--- src/rtl/com_to_between_pkg.sv ---
// Shared types and CRC helper for the UART-to-parallel board link.
package com_to_between_pkg;

  localparam logic [7:0] Crc8Poly = 8'h07;

  typedef enum logic [2:0] {
    RxIdle,
    RxStart,
    RxData,
    RxStop,
    RxWaitIdle
  } rxStateT;

  typedef enum logic [1:0] {
    TxIdle,
    TxSetup,
    TxReq,
    TxRel
  } txStateT;

  // MSB-first CRC-8, no reflection, no final XOR.
  function automatic logic [7:0] crc8Byte(input logic [7:0] crcIn, input logic [7:0] data);
    logic [7:0] c;
    c = crcIn ^ data;
    for (int i = 0; i < 8; i++) begin
      c = c[7] ? ({c[6:0], 1'b0} ^ Crc8Poly) : {c[6:0], 1'b0};
    end
    return c;
  endfunction

endpackage

--- src/rtl/com_to_between_if.sv ---
// Four-phase parallel link to the partner board: byte, request strobe and acknowledge.
interface com_to_between_if;
  logic [7:0] t_data;
  logic       tsent;
  logic       trecieve;

  modport master (output t_data, output tsent, input trecieve);
  modport slave  (input t_data, input tsent, output trecieve);
endinterface

--- src/rtl/com_to_between_uart_rx_sampler.sv ---
// 8N1 UART receiver: rx synchronizer, frame FSM and bit timing.
// byte_valid and frame_err are combinational pulses on the stop-bit sample cycle.
module com_to_between_uart_rx_sampler
  import com_to_between_pkg::*;
#(
  parameter int unsigned CLKS_PER_BIT = 16
) (
  input  logic       clk,
  input  logic       reset,
  input  logic       enable,
  input  logic       rx,
  output logic       byte_valid,
  output logic [7:0] byte_data,
  output logic       frame_err
);

  localparam int unsigned CntW = $clog2(CLKS_PER_BIT);
  localparam logic [CntW-1:0] HalfLast = CntW'(CLKS_PER_BIT / 2 - 1);
  localparam logic [CntW-1:0] BitLast  = CntW'(CLKS_PER_BIT - 1);

  logic          rxMeta, rxSync;
  rxStateT       stateQ, stateD;
  logic [CntW-1:0] cntQ, cntD;
  logic [2:0]    bitQ, bitD;
  logic [7:0]    shiftQ, shiftD;

  // Line idles high, so the synchronizer resets to 1 to avoid a false start bit.
  always_ff @(posedge clk or posedge reset) begin
    if (reset) begin
      rxMeta <= 1'b1;
      rxSync <= 1'b1;
      stateQ <= RxIdle;
      cntQ   <= '0;
      bitQ   <= '0;
      shiftQ <= '0;
    end else begin
      rxMeta <= rx;
      rxSync <= rxMeta;
      stateQ <= stateD;
      cntQ   <= cntD;
      bitQ   <= bitD;
      shiftQ <= shiftD;
    end
  end

  always_comb begin
    stateD     = stateQ;
    cntD       = cntQ;
    bitD       = bitQ;
    shiftD     = shiftQ;
    byte_valid = 1'b0;
    frame_err  = 1'b0;
    case (stateQ)
      RxIdle: begin
        if (!rxSync && enable) begin
          stateD = RxStart;
          cntD   = '0;
        end
      end
      RxStart: begin
        if (cntQ == HalfLast) begin
          cntD   = '0;
          bitD   = '0;
          stateD = rxSync ? RxIdle : RxData;
        end else begin
          cntD = cntQ + 1'b1;
        end
      end
      RxData: begin
        if (cntQ == BitLast) begin
          cntD   = '0;
          shiftD = {rxSync, shiftQ[7:1]};
          if (bitQ == 3'd7) stateD = RxStop;
          else              bitD   = bitQ + 1'b1;
        end else begin
          cntD = cntQ + 1'b1;
        end
      end
      RxStop: begin
        if (cntQ == BitLast) begin
          cntD = '0;
          if (rxSync) begin
            byte_valid = 1'b1;
            stateD     = RxIdle;
          end else begin
            frame_err = 1'b1;
            stateD    = RxWaitIdle;
          end
        end else begin
          cntD = cntQ + 1'b1;
        end
      end
      RxWaitIdle: begin
        if (rxSync) stateD = RxIdle;
      end
      default: stateD = RxIdle;
    endcase
  end

  assign byte_data = shiftQ;

endmodule

--- src/rtl/com_to_between.sv ---
// UART bytes in, buffered in a FIFO, forwarded over the four-phase parallel link.
// Keeps a running CRC-8 of every byte the partner has acknowledged.
module com_to_between
  import com_to_between_pkg::*;
#(
  parameter int unsigned CLKS_PER_BIT = 16,
  parameter int unsigned DEPTH        = 4
) (
  input  logic                    clk,
  input  logic                    reset,
  input  logic                    enable,
  input  logic                    rx,
  com_to_between_if.master        link,
  output logic [7:0]              rx_byte,
  output logic [7:0]              crc,
  output logic                    frame_error,
  output logic                    overflow,
  output logic                    busy,
  output logic                    finish
);

  localparam int unsigned PtrW = $clog2(DEPTH);
  localparam logic [PtrW:0] FullCount = (PtrW + 1)'(DEPTH);

  logic       byteValid, frameErr;
  logic [7:0] byteData;

  com_to_between_uart_rx_sampler #(
    .CLKS_PER_BIT(CLKS_PER_BIT)
  ) uart_rx_sampler (
    .clk       (clk),
    .reset     (reset),
    .enable    (enable),
    .rx        (rx),
    .byte_valid(byteValid),
    .byte_data (byteData),
    .frame_err (frameErr)
  );

  logic [7:0]      fifoMem [DEPTH];
  logic [PtrW-1:0] wrPtrQ, rdPtrQ;
  logic [PtrW:0]   countQ;
  logic            fifoFull, fifoEmpty, doPush, doPop;

  logic            ackMeta, ackSync;
  txStateT         txStateQ, txStateD;
  logic            txDone;
  logic [7:0]      tDataQ, crcQ, rxByteQ;
  logic            finishQ, frameErrorQ, overflowQ;

  assign fifoFull  = (countQ == FullCount);
  assign fifoEmpty = (countQ == '0);
  // A full FIFO drops the byte even if a pop frees a slot on the same edge.
  assign doPush    = byteValid && !fifoFull;

  always_ff @(posedge clk) begin
    if (doPush) fifoMem[wrPtrQ] <= byteData;
  end

  always_ff @(posedge clk or posedge reset) begin
    if (reset) begin
      wrPtrQ      <= '0;
      rdPtrQ      <= '0;
      countQ      <= '0;
      ackMeta     <= 1'b0;
      ackSync     <= 1'b0;
      txStateQ    <= TxIdle;
      tDataQ      <= '0;
      crcQ        <= '0;
      rxByteQ     <= '0;
      finishQ     <= 1'b0;
      frameErrorQ <= 1'b0;
      overflowQ   <= 1'b0;
    end else begin
      ackMeta  <= link.trecieve;
      ackSync  <= ackMeta;
      txStateQ <= txStateD;
      finishQ  <= txDone;
      if (doPush) wrPtrQ <= wrPtrQ + 1'b1;
      if (doPop) begin
        rdPtrQ <= rdPtrQ + 1'b1;
        tDataQ <= fifoMem[rdPtrQ];
      end
      case ({doPush, doPop})
        2'b10:   countQ <= countQ + 1'b1;
        2'b01:   countQ <= countQ - 1'b1;
        default: countQ <= countQ;
      endcase
      if (txDone)               crcQ        <= crc8Byte(crcQ, tDataQ);
      if (byteValid)            rxByteQ     <= byteData;
      if (frameErr)             frameErrorQ <= 1'b1;
      if (byteValid && fifoFull) overflowQ  <= 1'b1;
    end
  end

  always_comb begin
    txStateD = txStateQ;
    doPop    = 1'b0;
    txDone   = 1'b0;
    case (txStateQ)
      TxIdle: begin
        if (!fifoEmpty && enable) begin
          txStateD = TxSetup;
          doPop    = 1'b1;
        end
      end
      TxSetup: txStateD = TxReq;
      TxReq: begin
        if (ackSync) txStateD = TxRel;
      end
      TxRel: begin
        if (!ackSync) begin
          txStateD = TxIdle;
          txDone   = 1'b1;
        end
      end
      default: txStateD = TxIdle;
    endcase
  end

  // Decoded straight from the async-reset state so the strobe drops with reset.
  assign link.tsent  = (txStateQ == TxReq);
  assign link.t_data = tDataQ;
  assign rx_byte     = rxByteQ;
  assign crc         = crcQ;
  assign frame_error = frameErrorQ;
  assign overflow    = overflowQ;
  assign finish      = finishQ;
  assign busy        = !fifoEmpty || (txStateQ != TxIdle);

endmodule

--- src/flat_wrapper.sv ---
// flat-port wrapper written by rule: the top's interface ports become plain ports
module com_to_between_flat import com_to_between_pkg::*;
#(
  parameter int unsigned CLKS_PER_BIT = 16,
  parameter int unsigned DEPTH        = 4
)
  (clk, reset, enable, rx, rx_byte, crc, frame_error, overflow, busy, finish, link_t_data, link_tsent, link_trecieve);
  com_to_between_if link_i ();
  input  logic clk;
  input  logic reset;
  input  logic enable;
  input  logic rx;
  output logic [7:0] rx_byte;
  output logic [7:0] crc;
  output logic frame_error;
  output logic overflow;
  output logic busy;
  output logic finish;
  output wire logic [$bits(link_i.t_data)-1:0] link_t_data;
  output wire logic [$bits(link_i.tsent)-1:0] link_tsent;
  input wire logic [$bits(link_i.trecieve)-1:0] link_trecieve;
  assign link_t_data = link_i.t_data;
  assign link_tsent = link_i.tsent;
  assign link_i.trecieve = link_trecieve;
  com_to_between #(.CLKS_PER_BIT(CLKS_PER_BIT), .DEPTH(DEPTH)) u_core (.clk(clk), .reset(reset), .enable(enable), .rx(rx), .link(link_i), .rx_byte(rx_byte), .crc(crc), .frame_error(frame_error), .overflow(overflow), .busy(busy), .finish(finish));
endmodule
--- config.mk ---
export PLATFORM = sky130hd
export DESIGN_NAME = com_to_between_flat
export DESIGN_NICKNAME = d
export VERILOG_FILES = /design/src/rtl/com_to_between_pkg.sv /design/src/rtl/com_to_between_if.sv /design/src/rtl/com_to_between_uart_rx_sampler.sv /design/src/rtl/com_to_between.sv /design/src/flat_wrapper.sv
export SDC_FILE = /design/constraint.sdc
export NUM_CORES = 1
export LEC_CHECK = 0
export ABC_AREA = 1
export CORE_ASPECT_RATIO = 0.7
export CORE_MARGIN = 5
export CORE_UTILIZATION = 50
export CTS_BUF_LIST = sky130_fd_sc_hd__clkbuf_4 sky130_fd_sc_hd__clkbuf_8 sky130_fd_sc_hd__clkbuf_16
export DETAILED_ROUTE_END_ITERATION = 8
export PLACE_DENSITY_LB_ADDON = 0.15
export SLEW_MARGIN = 30
export SYNTH_ARGS = -nofsm -noshare
export SYNTH_HDL_FRONTEND = slang
export SYNTH_HIERARCHICAL = 1
export SYNTH_SLANG_ARGS = --single-unit
export TNS_END_PERCENT = 100
--- constraint.sdc ---
create_clock -name clk -period 6.3 [get_ports clk]
set_clock_uncertainty 0.2 [all_clocks]
set_input_delay 1.575 -clock clk [delete_from_list [all_inputs] [get_ports clk]]
set_output_delay 1.575 -clock clk [all_outputs]
set_load 0.03 [all_outputs]
======== Word-level counts from Yosys, hierarchy flattened ========
Memories as Yosys holds them, arrays and structs flattened. A register that Yosys moved wholly into a read port is not among the register bits.
Cells that the tools add are included.
word-level totals
  RAM bits ................................ 32
  input port bits ......................... 5
  logic and storage cells ................. 119
  register bits after elaboration ......... 50
  memories ................................ 1
memories
  memory          depth  width  rd ports  clocked after Yosys merged registers in  wr ports  RTL line              source
  u_core.fifoMem  4      8      1         1                                        1         com_to_between.sv:40  logic [7:0] fifoMem [DEPTH];
cells by class
  multiplexer cells ....................... 42
  equal/unequal tests ..................... 23
  reductions and logical operators ........ 21
  bitwise logic cells ..................... 9
  add/subtract/negate cells ............... 6
operator list
  kind                 count
  $mux 3               18
  $not 3->3            8
  $ne 2x2->1 const B   8
  $pmux 3 s5           1
  $mux 1               12
  $mux 4               3
  $pmux 3 s2           2
  $pmux 4 s3           1
  $eq 3x3->1 const B   3
  $mux 2               4
  $pmux 2 s4           1
  $xor 8x8->8          1
  $add 3x1->3 const B  2
  $eq 2x2->1 const B   3
  $eq 3x2->1 const B   2
  $logic_not 3->1      2
  $reduce_and 6->1     1
  $reduce_bool 2->1    3
  $add 2x1->2 const B  2
  $add 4x1->4 const B  1
  $eq 2x1->1 const B   2
  $eq 4x3->1 const B   1
  $eq 4x4->1 const B   1
  $logic_and 1x1->1    4
  other kinds (11)     15

======== Depth between registers and ports, before layout ========
  word-level depth ........................ 17
  mapped depth ............................ 12
  depth with buffers taken out ............ 11

======== Hierarchy ========
The synthesis kept the hierarchy.
modules (own cells, without submodules)
  module                          instances  area an instance (um^2)  cells an instance  sequential area each (um^2)
  com_to_between                  1          3228.1                   305                1911.8
  com_to_between_uart_rx_sampler  1          1067.3                   121                503.0

======== Worst setup path after synthesis ========
Ideal clock, no wire load.
  path kind ............................... input-to-reg
  start point ............................. in enable
  end point ............................... reg u_core.countQ[2]
  required time ........................... 5.969 ns
  stages on the path ...................... 9
  buffers on the path ..................... 1
  data arrival time ....................... 2.784 ns
  setup slack ............................. 3.186 ns
  library setup time ...................... 0.131 ns
  cell sequence ........................... nand3_4 inv_4 buf_8 ha_1 inv_1 fa_1 a21oi_1 o21ai_0 xor2_1
between the ends
  word-level cells in the longest chain between the ends .. 5
  elaborated cells on any way between the ends .. 7
ends and longest elaborated chain
  what                                             RTL line               source
  start: declaration                               flat_wrapper.sv:11     input logic enable;
  $logic_and 1x1->1 *                              com_to_between.sv:102  if (!fifoEmpty && enable) begin
  $mux 1 *                                         com_to_between.sv:102
  $mux 1 *                                         com_to_between.sv:100  case (txStateQ)
  via u_core.doPop                                 com_to_between.sv:43   logic fifoFull, fifoEmpty, doPush, doPop;
  $eq 2x1->1 or $eq 2x2->1 (tied branches)         com_to_between.sv:84   case ({doPush, doPop})
  $pmux 3 s2 or $reduce_bool 2->1 (tied branches)  n/a
  end signal: assignment                           com_to_between.sv:85   2'b10: countQ <= countQ + 1'b1;
  end signal: assignment                           com_to_between.sv:86   2'b01: countQ <= countQ - 1'b1;
  end signal: assignment                           com_to_between.sv:87   default: countQ <= countQ;
  end: declaration                                 com_to_between.sv:42   logic [PtrW:0] countQ;
Mark *: on every way through the listed nets, which the timed path passes. The rest lies on a longest branch.
A chain may end at the register's enable or synchronous reset.

======== Worst setup path in the final report ========
  start point ............................. reg u_core.txStateQ[1]
  end point ............................... out busy
between the ends
  word-level cells in the longest chain between the ends .. 2
ends and longest elaborated chain
  what                      RTL line               source
  start: declaration        com_to_between.sv:46   txStateT txStateQ, txStateD;
  start signal: assignment  com_to_between.sv:67   txStateQ <= TxIdle;
  start signal: assignment  com_to_between.sv:77   txStateQ <= txStateD;
  $reduce_bool 2->1         com_to_between.sv:129  assign busy = !fifoEmpty || (txStateQ != TxIdle);
  $logic_or 1x1->1          com_to_between.sv:129
  end: declaration          flat_wrapper.sv:17     output logic busy;
Every way passes these cells.

==> results.json <==
{
  "antenna_found_initial": 0,
  "clk_pin_slew_ns": 0.06,
  "required_ns": 4.53,
  "synth-adder-area-share_pct": 3.96,
  "max_clock_freq_ghz": 0.277,
  "ys_top_cells_by_area": "dfrtp_1 33%, edfxtp_1 22%, nand2_1 9.7%",
  "vias": 2918,
  "drtIter0Drc": 225,
  "clkLatencyLatePin_ns": 0.34,
  "avgSynthCellArea_um2": 10.1,
  "rsz0062_at_grt": "no",
  "critPathKind": "reg2out",
  "ctsResizeCount": 0,
  "nNetsFinal": 481,
  "drive_gt1_share_pct": 12.8,
  "grt_pass1_vias": 2893,
  "yosysSeqAreaShare_pct": 56.2,
  "holdWs_ns": 0.147,
  "post-route-period-util_pct": 57.2,
  "antenna_left": 0,
  "wl_per_cell_um": 13.8,
  "p_per_area_mw_per_mm2": 485,
  "die_width_um": 121,
  "ir_worst_vdd_uv": 260,
  "hold_depth": 0,
  "synth.cell_area_mm2": 0.00430,
  "reg2reg_depth": 8,
  "drt-vias-per-instance": 5.09,
  "die_y_um": 87.5,
  "grt_max_degree": 38,
  "power_leakage_nw": 2.22,
  "drc": 0,
  "portBuffers": 33,
  "yosysTopAreaCellShare_pct": 32.6,
  "synth_async_sr_flop_share_pct": 64.4,
  "r2r-end": "u_core/countQ[1]",
  "initial_core_util_pct": 51.1,
  "numCtsBuffers": 9,
  "crit_path_top_delay_cell": "clkdlybuf4s50_1",
  "synthSimpleGateAreaFrac_pct": 20.4,
  "tritoncts": "done",
  "cts_setup_buffers": 0,
  "grt_usage_pct": 16.3,
  "synth-compound-area-share_pct": 7.40,
  "crit_path_start_kind": "flop",
  "area_growth_pct": 16.1,
  "yosysUniqueCellTypes": 42,
  "slew_violations": 0,
  "h-tree-depth": 3,
  "cp-end-kind": "output pin",
  "syn_inst": 426,
  "slew_headroom_pct": 48.2,
  "firstDrtPassIters": 4,
  "critPathArrivalTime_ns": 1.83,
  "holdPathEnd": "u_core/ackSync",
  "cp_top_family": "buffers and inverters",
  "synth_top_family_by_area": "simple AND/OR/NAND/NOR gates",
  "rows": 28,
  "synth_warnings": 6,
  "ios": 34,
  "ys_ff_latch": 90,
  "dp_hpwl_mm": 5.60,
  "setup_viol": 0,
  "maxCapViolCount": 0,
  "synth-edff-count": 32,
  "ctsHoldBuffers": 0,
  "grt_pass1_wl_mm": 13.5,
  "worstHoldStart": "u_core/ackMeta",
  "yosys.area.top_type": "dfrtp_1",
  "synth.most_common_cell": "nand2_1",
  "crit_cells": 4,
  "critPathMaxFanout": 3,
  "tightest_slew_ns": 0.776,
  "hold_class": "reg2reg",
  "synth-xor-area-share_pct": 4.19,
  "syn-num-nets": 444,
  "routed_wirelength_mm": 7.88,
  "reg2reg_from": "u_core/uart_rx_sampler/cntQ[0]",
  "fin_tns_setup_ns": 0,
  "synth_mux_area_share_pct": 2.10,
  "grt_remaining_overflow": 0,
  "clockRootBuffer": "clkbuf_16",
  "die_area_mm2": 0.0106,
  "clock_path_buffers": 2,
  "critPathMaxStageDelay_ns": 0.68,
  "rrSetupSlack_ns": 3.46,
  "synth-main-ff-cell": "dfrtp_1",
  "dp_slack_ns": 2.52,
  "place_congestion": 0.794,
  "status": "finished clean",
  "hold_viol": 0,
  "setup_slack_ns": 2.69,
  "cts.sinks": 90,
  "path_cells": "inv_1, ha_1, nand4_1, clkdlybuf4s50_1",
  "finalCriticalPeriod_ns": 3.61,
  "fp.coreArea_mm2": 0.00841,
  "diodes": 0,
  "path_buf_inv": 2,
  "netlist_top_cells_count": "111 x nand2_1, 56 x dfrtp_1, 43 x nor2_1"
}
-- sequential cells by signal, summed over array words and instances (netlist names) --
name and count:
u_core/uart_rx_sampler/stateQ 3, u_core/uart_rx_sampler/rxMeta 1, u_core/uart_rx_sampler/bitQ 3, u_core/uart_rx_sampler/byte_data 8
u_core/uart_rx_sampler/rxSync 1, u_core/uart_rx_sampler/cntQ 4, u_core/frame_error 1, u_core/finish 1
u_core/ackSync 1, u_core/rdPtrQ 2, u_core/fifoMem 32, u_core/wrPtrQ 2
u_core/crc 8, u_core/link.t_data 8, u_core/countQ 3, u_core/txStateQ 2
u_core/rx_byte 8, u_core/overflow 1, u_core/ackMeta 1
-- stage by stage --
stage,util (%),cells,power (W),area (um2)
after floorplan,-,426,0.00165,4300
after global placement,55.8,557,0.00188,4690
after detailed placement,55.8,557,0.00190,4690
after CTS,59.3,573,0.00244,4990
after global routing,59.3,573,0.00262,4990
final,59.3,573,0.00242,4990
-- cells in the final DEF (no fill, tap or decap), drive strengths merged, types with 11 or more instances in the layout --
master         count
nand3             26
clkdlybuf4s50     33
inv               43
nand2            116
nor2              48
dfrtp             56
ha                12
clkbuf            11
o21ai             27
edfxtp            32
-- worst max path at each step --
stage	start	endpoint	slack, ns
after floorplan	enable	u_core/countQ[2]	3.19
final	u_core/txStateQ[1]	busy	2.69
after CTS	u_core/txStateQ[0]	busy	2.68
after global routing	u_core/txStateQ[1]	busy	2.61
after detailed placement	enable	u_core/countQ[2]	2.52
after global placement	enable	u_core/countQ[2]	2.56
-- cells by family (layout without fill, tap and decap cells) --
group                    Yosys count  in the layout
AND/OR/NAND/NOR                  197            197
buffers and inverters             53             95
adder cells (fa/ha/maj)           13             13
XOR/XNOR                          18             18
multiplexers                       8              8
AO/OA/AOI/OAI                     47             47
flip-flops                        90             90
-- cell type report --
type | count | area (um2)
Fill cell | 694 | 3420
Sequential cell | 90 | 2410
Multi-Input combinational cell | 283 | 1630
Timing Repair Buffer | 35 | 345
Clock buffer | 11 | 246
Inverter | 44 | 169
Tap cell | 105 | 131
Clock inverter | 5 | 45.0
-- power by group --
part	switching, W	internal [W]
Sequential	0.000151	0.000717
Combinational	0.000633	0.000396
Clock	0.000203	0.000317
Total	0.000987	0.00143
-- per-layer routing --
metal	vias up	track usage [%]	share of wire (%)
li1	1465	-	-
met1	1377	20.7	46
met2	63	27.3	47
met3	13	4.13	4.9
met4	0	6.58	1.9
met5	-	0	0
Power figures use the tool's default switching activity.
